`config.mk`:
```
export PLATFORM = sky130hd
export DESIGN_NAME = placement_evaluator
export DESIGN_NICKNAME = d
export VERILOG_FILES = /design/src/rtl/placement_evaluator.sv
export SDC_FILE = /design/constraint.sdc
export NUM_CORES = 1
export LEC_CHECK = 0
export ABC_AREA = 1
export CAP_MARGIN = 20
export CORE_MARGIN = 1
export CORE_UTILIZATION = 40
export CTS_BUF_LIST = sky130_fd_sc_hd__clkbuf_8
export DETAILED_ROUTE_END_ITERATION = 7
export PLACE_DENSITY_LB_ADDON = 0.2
export SLEW_MARGIN = 10
export SYNTH_ARGS = -nofsm -noshare
export SYNTH_HDL_FRONTEND = slang
export SYNTH_SLANG_ARGS = --single-unit
```
`constraint.sdc`:
```
create_clock -name clk -period 6.52 [get_ports clk]
set_input_delay 1.63 -clock clk [delete_from_list [all_inputs] [get_ports clk]]
set_output_delay 1.63 -clock clk [all_outputs]
set_load 0.02 [all_outputs]
```
`src/rtl/placement_evaluator.sv`:
```
`timescale 1ns/1ps
// placement_evaluator
//   Post-placement cost stage. On start it walks the edge list (edge A/B ROMs), fetches both
//   endpoint coordinates from the pos X/Y RAMs, and accumulates Manhattan wirelength
//   (dx+dy-1), 1-hop cost (ceil(dx/2)+ceil(dy/2)-1), and a count of edges that have an
//   illegal or unplaced endpoint. Each edge takes 5 cycles, and done pulses once at the end.
//   Optional build macro: EVAL_MAX_LEN_EN adds the longest-legal-edge tracker (max_len/max_idx).
// Ports
//   clk, reset            clock (rising edge); asynchronous active-low reset
//   start / busy / done   run request (IDLE only), run in progress, 1-cycle completion pulse
//   reEA/addrEA/doutEA    edge-A ROM read port (node id of endpoint a)
//   reEB/addrEB/doutEB    edge-B ROM read port (node id of endpoint b)
//   rePX/addrPX/doutPX    pos X RAM read port (-1 = unplaced)
//   rePY/addrPY/doutPY    pos Y RAM read port
//   sum, sum_1hop         wirelength and 1-hop totals over legal edges (wrap, two's complement)
//   err, err_cnt          sticky illegal-edge flag and skipped-edge count
//   cycles                cycles from start acceptance to done, inclusive
//   max_len, max_idx      (EVAL_MAX_LEN_EN only) longest legal dx+dy and its first edge index
module placement_evaluator #(
    parameter int unsigned N_EDGE = 83,
    parameter int unsigned GRID_N = 9,
    parameter int unsigned ADDR_W = 10,
    parameter int unsigned DATA_W = 32
) (
    input  logic              clk,
    input  logic              reset,
    input  logic              start,
    output logic              busy,
    output logic              done,
    output logic              reEA,
    output logic [ADDR_W-1:0] addrEA,
    output logic              reEB,
    output logic [ADDR_W-1:0] addrEB,
    input  logic [DATA_W-1:0] doutEA,
    input  logic [DATA_W-1:0] doutEB,
    output logic              rePX,
    output logic              rePY,
    output logic [ADDR_W-1:0] addrPX,
    output logic [ADDR_W-1:0] addrPY,
    input  logic [DATA_W-1:0] doutPX,
    input  logic [DATA_W-1:0] doutPY,
    output logic [DATA_W-1:0] sum,
    output logic [DATA_W-1:0] sum_1hop,
    output logic              err,
    output logic [DATA_W-1:0] err_cnt,
    output logic [DATA_W-1:0] cycles
`ifdef EVAL_MAX_LEN_EN
    ,
    output logic [DATA_W-1:0] max_len,
    output logic [ADDR_W-1:0] max_idx
`endif
);

    if (N_EDGE == 0) begin : g_cfg_check
        $error("placement_evaluator: N_EDGE must be at least 1");
    end

    localparam logic [ADDR_W-1:0] LAST_IDX = ADDR_W'(N_EDGE - 1);
    localparam logic [DATA_W-1:0] GRID_LIM = DATA_W'(GRID_N);
    localparam logic [DATA_W-1:0] ONE      = DATA_W'(1);

    typedef enum logic [2:0] {
        S_IDLE, S_EDGE, S_PA, S_PB, S_CALC, S_ACC, S_FIN
    } state_t;

    state_t            state_q, state_d;
    logic [ADDR_W-1:0] i_q, i_d;
    logic [ADDR_W-1:0] addr_p_q, addr_p_d;
    logic              busy_q, busy_d, done_q, done_d;
    logic              re_e_q, re_e_d, re_p_q, re_p_d;
    logic [DATA_W-1:0] ax_q, ax_d, ay_q, ay_d;
    logic [DATA_W-1:0] dx_q, dx_d, dy_q, dy_d;
    logic              legal_q, legal_d;
    logic [DATA_W-1:0] sum_q, sum_d, hop_q, hop_d;
    logic              err_q, err_d;
    logic [DATA_W-1:0] err_cnt_q, err_cnt_d, cyc_q, cyc_d;
`ifdef EVAL_MAX_LEN_EN
    logic [DATA_W-1:0] max_len_q, max_len_d;
    logic [ADDR_W-1:0] max_idx_q, max_idx_d;
`endif

    logic [DATA_W-1:0] diff_x_c, diff_y_c, dx_c, dy_c;
    logic              legal_c;
    logic              unused_node_bits;

    // Node ids wider than the pos RAM address are not representable; only the low bits are used.
    assign unused_node_bits = ^{doutEA[DATA_W-1:ADDR_W], doutEB[DATA_W-1:ADDR_W]};

    // Coordinate is legal when non-negative and below the grid side.
    function automatic logic in_grid(input logic [DATA_W-1:0] v);
        return !v[DATA_W-1] && (v < GRID_LIM);
    endfunction

    // In CALC, ax/ay are latched and doutPX/doutPY carry endpoint b.
    assign diff_x_c = ax_q - doutPX;
    assign diff_y_c = ay_q - doutPY;
    assign dx_c     = diff_x_c[DATA_W-1] ? -diff_x_c : diff_x_c;
    assign dy_c     = diff_y_c[DATA_W-1] ? -diff_y_c : diff_y_c;
    assign legal_c  = in_grid(ax_q) && in_grid(ay_q) && in_grid(doutPX) && in_grid(doutPY);

    // State and datapath registers.
    always_ff @(posedge clk or negedge reset) begin
        if (!reset) begin
            state_q   <= S_IDLE;
            i_q       <= '0;
            addr_p_q  <= '0;
            busy_q    <= 1'b0;
            done_q    <= 1'b0;
            re_e_q    <= 1'b0;
            re_p_q    <= 1'b0;
            ax_q      <= '0;
            ay_q      <= '0;
            dx_q      <= '0;
            dy_q      <= '0;
            legal_q   <= 1'b0;
            sum_q     <= '0;
            hop_q     <= '0;
            err_q     <= 1'b0;
            err_cnt_q <= '0;
            cyc_q     <= '0;
`ifdef EVAL_MAX_LEN_EN
            max_len_q <= '0;
            max_idx_q <= '0;
`endif
        end else begin
            state_q   <= state_d;
            i_q       <= i_d;
            addr_p_q  <= addr_p_d;
            busy_q    <= busy_d;
            done_q    <= done_d;
            re_e_q    <= re_e_d;
            re_p_q    <= re_p_d;
            ax_q      <= ax_d;
            ay_q      <= ay_d;
            dx_q      <= dx_d;
            dy_q      <= dy_d;
            legal_q   <= legal_d;
            sum_q     <= sum_d;
            hop_q     <= hop_d;
            err_q     <= err_d;
            err_cnt_q <= err_cnt_d;
            cyc_q     <= cyc_d;
`ifdef EVAL_MAX_LEN_EN
            max_len_q <= max_len_d;
            max_idx_q <= max_idx_d;
`endif
        end
    end

    // Next state; strobes are registered one state early so they are high in the state that issues them.
    always_comb begin
        state_d   = state_q;
        i_d       = i_q;
        addr_p_d  = addr_p_q;
        busy_d    = busy_q;
        done_d    = 1'b0;
        re_e_d    = 1'b0;
        re_p_d    = 1'b0;
        ax_d      = ax_q;
        ay_d      = ay_q;
        dx_d      = dx_q;
        dy_d      = dy_q;
        legal_d   = legal_q;
        sum_d     = sum_q;
        hop_d     = hop_q;
        err_d     = err_q;
        err_cnt_d = err_cnt_q;
        cyc_d     = busy_q ? cyc_q + ONE : cyc_q;
`ifdef EVAL_MAX_LEN_EN
        max_len_d = max_len_q;
        max_idx_d = max_idx_q;
`endif
        unique case (state_q)
            S_IDLE: begin
                if (start) begin
                    sum_d     = '0;
                    hop_d     = '0;
                    err_d     = 1'b0;
                    err_cnt_d = '0;
                    cyc_d     = ONE;   // the accepting cycle counts
                    i_d       = '0;
                    busy_d    = 1'b1;
                    re_e_d    = 1'b1;
`ifdef EVAL_MAX_LEN_EN
                    max_len_d = '0;
                    max_idx_d = '0;
`endif
                    state_d   = S_EDGE;
                end
            end
            S_EDGE: begin
                re_p_d  = 1'b1;
                state_d = S_PA;
            end
            S_PA: begin
                addr_p_d = ADDR_W'(doutEB);
                re_p_d   = 1'b1;
                state_d  = S_PB;
            end
            S_PB: begin
                ax_d    = doutPX;
                ay_d    = doutPY;
                state_d = S_CALC;
            end
            S_CALC: begin
                dx_d    = dx_c;
                dy_d    = dy_c;
                legal_d = legal_c;
                state_d = S_ACC;
            end
            S_ACC: begin
                if (legal_q) begin
                    sum_d = sum_q + dx_q + dy_q - ONE;
                    hop_d = hop_q + (dx_q >> 1) + DATA_W'(dx_q[0])
                                  + (dy_q >> 1) + DATA_W'(dy_q[0]) - ONE;
`ifdef EVAL_MAX_LEN_EN
                    if ((dx_q + dy_q) > max_len_q) begin
                        max_len_d = dx_q + dy_q;
                        max_idx_d = i_q;
                    end
`endif
                end else begin
                    err_d     = 1'b1;
                    err_cnt_d = err_cnt_q + ONE;
                end
                i_d = i_q + ADDR_W'(1);
                if (i_q == LAST_IDX) begin
                    busy_d  = 1'b0;
                    done_d  = 1'b1;
                    state_d = S_FIN;
                end else begin
                    re_e_d  = 1'b1;
                    state_d = S_EDGE;
                end
            end
            S_FIN:   state_d = S_IDLE;
            default: state_d = S_IDLE;
        endcase
    end

    assign busy     = busy_q;
    assign done     = done_q;
    assign reEA     = re_e_q;
    assign reEB     = re_e_q;
    assign addrEA   = i_q;
    assign addrEB   = i_q;
    assign rePX     = re_p_q;
    assign rePY     = re_p_q;
    // Endpoint a must reach the pos RAMs in the same cycle the edge ROM returns it.
    assign addrPX   = (state_q == S_PA) ? ADDR_W'(doutEA) : addr_p_q;
    assign addrPY   = addrPX;
    assign sum      = sum_q;
    assign sum_1hop = hop_q;
    assign err      = err_q;
    assign err_cnt  = err_cnt_q;
    assign cycles   = cyc_q;
`ifdef EVAL_MAX_LEN_EN
    assign max_len  = max_len_q;
    assign max_idx  = max_idx_q;
`endif

endmodule

```
==> impl_metrics.toml, run 1 <==
[run_status]
status = "finished, final reports clean"

[clock_tree]
cts_tree = "built"
h-tree-depth = 2
cts.sinks = 285
clk_latency_ps = 690
cts_buffers = 54
holdBufCountCts = 0
post_cts_buffers = 0
path_clk_slew_ps = 60
cts_root_buf = "clkbuf_8"
cts_resized = 0
cts_buffer_depth = 3

[synthesis]
ys_seq_area_share_pct = 28.5
synth_most_common_cell = "nand2_1"
yosysUniqueCellTypes = 59
syn_inst = 3660
synth_commonest_cells = "928 x nand2_1, 707 x inv_1, 285 x dfrtp_1"
yosysWarnings = 0
async_flop_share_pct = 100
synth_largest_area_cell = "dfrtp_1"
synth-seq-cells = 285
synth_area_um2 = 25000
synth_area_leaders = "dfrtp_1 28%, nand2_1 14%, inv_1 11%"
synth_nets = 4048
avgSynthCellArea_um2 = 6.84
yosysTopAreaCellShare_pct = 28.5
ys.flop_type = "dfrtp_1"
synth_edf_count = 0

[drt]
drc_errors = 0
via_per_inst = 4.89
antenna_left = 0
drtIter0Drc = 1468
vias = 23400
routed_wl_um = 73200
wl_per_cell_um = 15.3
drtPass1Iterations = 7

[run]
maxCapViolations = 0

[critical_path]
required_ps = 4890
rr_worst_depth = 20
arrival_ps = 3270
regToRegEndpoint = "sum_1hop[26]$_DFFE_PN0P_"
end_kind = "primary output"
crit_type = "flip-flop to primary output"
worstSetupStartpoint = "state_q[2]$_DFFE_PN0P_"
crit_fanout = 33
start_kind = "flip-flop"
rr_startpoint = "dx_q[1]$_DFFE_PN0P_"
cp-endpoint = "addrPX[4]"
ff2ff_setup_slack_ps = 2640

[floorplan]
die_h_um = 252
ios = 306
rows = 91
fp.coreArea_um2 = 61700
die_area_um2 = 63600
die_w_um = 252
start_util_pct = 40.6

[placed_design]
placed_area_um2 = 28400
portBuffers = 261
place.gp.congestion = 0.916
dp_hpwl_um = 59700

[sta]
holdWs_ps = 475
period_needed_ps = 4900
post-route-period-util_pct = 75.1
slew_headroom_pct = 32.1
max_freq_ghz = 0.204
fin_tns_setup_ps = 0
fin_skew_ps = 35.6
setup_violations = 0
slew_viol_final = 0
tightest_slew_ps = 1020
rsz0062_at_grt = "false"
hold_viol_final = 0

[layout]
final_layout_size_suffix_gt1_share_pct = 5.39
fin_util_pct = 48.0
seqCellArea_um2 = 7130
fin_area_um2 = 29600
fillers = 6491
synthToLayoutAreaGrowth_pct = 18.3
multi_input_area_um2 = 14800
nets = 4296

[hold_path]
hp-class = "flip-flop to flip-flop"

[grt]
antenna_found_initial = 1
grtUsageTotal_pct = 23.2
grt_pass1_wl_um = 118000
first_global_vias = 22100
grt_overflow_total = 0
grt_max_degree = 143
[cell families after synthesis]
| group | Yosys count | synth area share, % |
|---|---|---|
| mux | 1 | 0.0450 |
| simple gates | 1658 | 28.6 |
| fa+ha+maj | 257 | 14.8 |
| flops | 285 | 28.5 |
| buf+inv | 804 | 12.6 |
| compound gates | 574 | 12.6 |
| xor+xnor | 81 | 2.86 |
[metrics by stage]
stage	std cells	setup WS (ps)
after global placement	4689	1490
after global routing	4792	1360
after detailed placement	4689	1480
after floorplan	3660	2440
final	4792	1620
after CTS	4791	1540
[critical path: stages (launching register included)]
cell and delay (ps):
dfrtp_1 390, inv_1 190, nand3_1 750, o21ai_0 590, clkdlybuf4s50_1 680
[worst min path at each step]
stage	from	to	slack, ps	cells after the start
5_1_grt	addr_p_q[6]$_DFFE_PN0P_	addr_p_q[6]$_DFFE_PN0P_	490	2
3_5_place_dp	cycles[31]$_DFF_PN0_	cycles[31]$_DFF_PN0_	460	1
3_3_place_gp	cycles[31]$_DFF_PN0_	cycles[31]$_DFF_PN0_	460	1
6_report	addr_p_q[2]$_DFFE_PN0P_	addr_p_q[2]$_DFFE_PN0P_	470	2
2_1_floorplan	addr_p_q[0]$_DFFE_PN0P_	addr_p_q[0]$_DFFE_PN0P_	440	2
4_1_cts	addr_p_q[6]$_DFFE_PN0P_	addr_p_q[6]$_DFFE_PN0P_	480	2
[layer usage]
layer  part of all wire [%]  global-route usage (%)  vias to the layer above  wire [um]
met4                    2.5                    6.41                        0       1800
met5                      0                       0                        -          0
met2                     45                    37.2                      456      32800
met1                     49                    33.1                    10700      35800
li1                       -                       -                    12200          -
met3                    3.8                    2.60                      110       2810
[cell usage in the layout (no fill, tap or decap), drive strengths merged, types with 14 or more instances in the layout]
master | Yosys | layout
o22ai | 48 | 48
dfrtp | 285 | 285
nor3 | 50 | 50
nand4 | 47 | 47
clkbuf | 47 | 70
clkdlybuf4s50 | 0 | 260
clkinv | 3 | 14
xor2 | 59 | 59
ha | 192 | 192
a21oi | 176 | 176
o21ai | 282 | 282
nor2 | 297 | 297
nand3 | 225 | 225
nor4 | 40 | 40
nand2 | 968 | 968
xnor2 | 22 | 22
inv | 721 | 736
fa | 65 | 65
[state kept, by name, indices dropped and copies added, names as in the netlist, 3 cells and up]
signal    cells
ax_q         32
ay_q         32
cycles       32
dx_q         32
dy_q         32
err_cnt      32
sum          32
sum_1hop     32
addrEA       10
addr_p_q     10
state_q       3
[area by class of cell]
class,instances,share of cell area [%]
antenna,1,0.00845
multi-input combinational,2571,49.9
tap,837,3.54
inverter,724,9.19
timing repair buffer,272,9.16
sequential,285,24.1
clock buffer,70,3.25
clock inverter,32,0.871
Power of run 1 is not shown: default switching activity piles up to over one toggle a cycle in this logic, so the estimate is an artifact.
==> run 2, diff against run 1 <==
clock period = 4.7 ns   (was 6.52 ns; I/O delays follow)
==> run 2 against run 1 <==
Final cell count about the same. Count of clock-buffer cells in the layout down 6. Setup slack worse by 940 ps. Global-route usage down 0.071 points. Die area unchanged. Critical endpoint is now addrPX[6]. Final area up 0.22%. Utilization up 0.10 points. First-iteration DRC count down 12%. Non-clock buffer count up 9. Critical path type unchanged. Critical path depth unchanged. Sequential share of layout area down 0.052 points.
==> impl_metrics.toml, run 2 (synthesis results as in run 1) <==
[run_status]
status = "finished, final reports clean"

[placed_design]
portBuffers = 261
dp_hpwl_um = 59700
place.gp.congestion = 0.925

[critical_path]
end_kind = "primary output"
ff2ff_setup_slack_ps = 770
cp_top_family = "buffers and inverters"
crit_fanout = 31
arrival_ps = 2850
required_ps = 3520
slowest_delay_ps = 670
path_cells = "inv_1 > nand3_2 > o21ai_0 > clkdlybuf4s50_1"
cpMaxStageDelayCell = "clkdlybuf4s50_1"
start_kind = "flip-flop"
cp.buffers_inverters = 2
crit_type = "flip-flop to primary output"

[floorplan]
ios = 306
die_h_um = 252
rows = 91
die_w_um = 252
start_util_pct = 40.6
die_area_um2 = 63600
fp.coreArea_um2 = 61700

[layout]
layout_common_cells = "927 x nand2_1, 723 x inv_1, 285 x dfrtp_1"
final_layout_size_suffix_gt1_share_pct = 5.41
synthToLayoutAreaGrowth_pct = 18.6
layout_commonest_cell = "nand2_1"
fillers = 6443
diodes = 0
nets = 4305

[grt]
first_global_vias = 22000
grt_pass1_wl_um = 117000
antenna_found_initial = 0
grt_max_degree = 100
grt_overflow_total = 0
grtUsageTotal_pct = 23.2

[clock_tree]
cts_tree = "built"
holdBufCountCts = 0
cts_buffers = 54
cts.sinks = 285
cts_buffer_depth = 3
cts_root_buf = "clkbuf_8"
h-tree-depth = 2
clk_latency_ps = 680
path_clk_slew_ps = 60

[drt]
vias = 23300
antenna_left = 0
wl_per_cell_um = 15.3
drtIter0Drc = 1288
drtPass1Iterations = 5
via_per_inst = 4.86
routed_wl_um = 73100
drc_errors = 0

[sta]
rsz0062_at_grt = "false"
fin_skew_ps = 51.8
hold_viol_final = 0
setup_violations = 0
max_freq_ghz = 0.249
period_needed_ps = 4020
slew_viol_final = 0
post-route-period-util_pct = 85.6
fin_tns_setup_ps = 0
slew_headroom_pct = 45.5
tightest_slew_ps = 817

[hold_path]
hp-class = "flip-flop to flip-flop"

[run]
maxCapViolations = 0
run 2: cell types whose count changed in the layout (fill, tap and decap cells not counted), moves of 2 or more:
cell        previous run  this run
inv_8                  0         2
clkinv_2              10         7
buf_4                 10        18
bufinv_16              3         6
clkinvlp_4             3         1
inv_1                719       723
clkbuf_8              70        64
run 2: cell type report:
class                           instances  area, um^2  area share (%)
Multi-Input combinational cell       2571       14800            49.8
Clock buffer                           64         881            2.97
Tap cell                              837        1050            3.53
Clock inverter                         33         322            1.08
Timing Repair Buffer                  281        2790            9.41
Inverter                              724        2720            9.17
Sequential cell                       285        7130            24.0
run 2: per-layer routing:
layer	wire length, um	global-route usage, %	vias to the layer above	share of wire (%)
met3	2550	2.68	90	3.5
met5	0	0	-	0
met2	33100	37.6	392	45
met4	1460	5.16	0	2.0
met1	36000	32.9	10600	49
li1	-	-	12200	-
run 2: worst register-to-register path: stages, from the launching register on:
cell      delay (ps)
dfrtp_1          350
inv_1            200
ha_1             300
fa_1             510
inv_1             40
ha_1             220
fa_1             430
nand3_1           90
nand3_1          130
inv_1            110
o21bai_1         110
nand2_1           90
nand3_1          130
a21oi_1          390
o21ai_0          240
a21o_1           240
nand2_1           70
nand2_1           40
o21ai_0          170
run 2: final timing paths:
check,startpoint,endpoint,cells after the start
worst max-delay path,state_q[2]$_DFFE_PN0P_,addrPX[6],4
worst min-delay path,cycles[31]$_DFF_PN0_,cycles[31]$_DFF_PN0_,1
worst max register to register,dx_q[1]$_DFFE_PN0P_,sum[23]$_DFFE_PN0P_,18
worst min register to register,cycles[31]$_DFF_PN0_,cycles[31]$_DFF_PN0_,1
max in group asynchronous,reset,addr_p_q[2]$_DFFE_PN0P_,2
min in group asynchronous,reset,cycles[26]$_DFF_PN0_,1
run 2: repair_timing:
action                                  4_1_cts  5_1_grt
buffers inserted                              0        0
gates resized for setup                       0        1
endpoints found under the hold margin         0        0
endpoints found under the setup margin        0        3
run 2: through the flow:
step | utilization [%] | hold slack, ps | cells | cell area, um^2 | setup WS (ps)
final | 48.1 | 467 | 4795 | 29700 | 679
after global routing | 48.1 | 497 | 4795 | 29700 | 422
after CTS | 48.1 | 468 | 4795 | 29700 | 228
after detailed placement | 46.1 | 458 | 4698 | 28500 | 404
after global placement | 46.1 | 454 | 4698 | 28500 | 411
after floorplan | - | 443 | 3660 | 25000 | 1360
Power of run 2 is left out for the same reason.
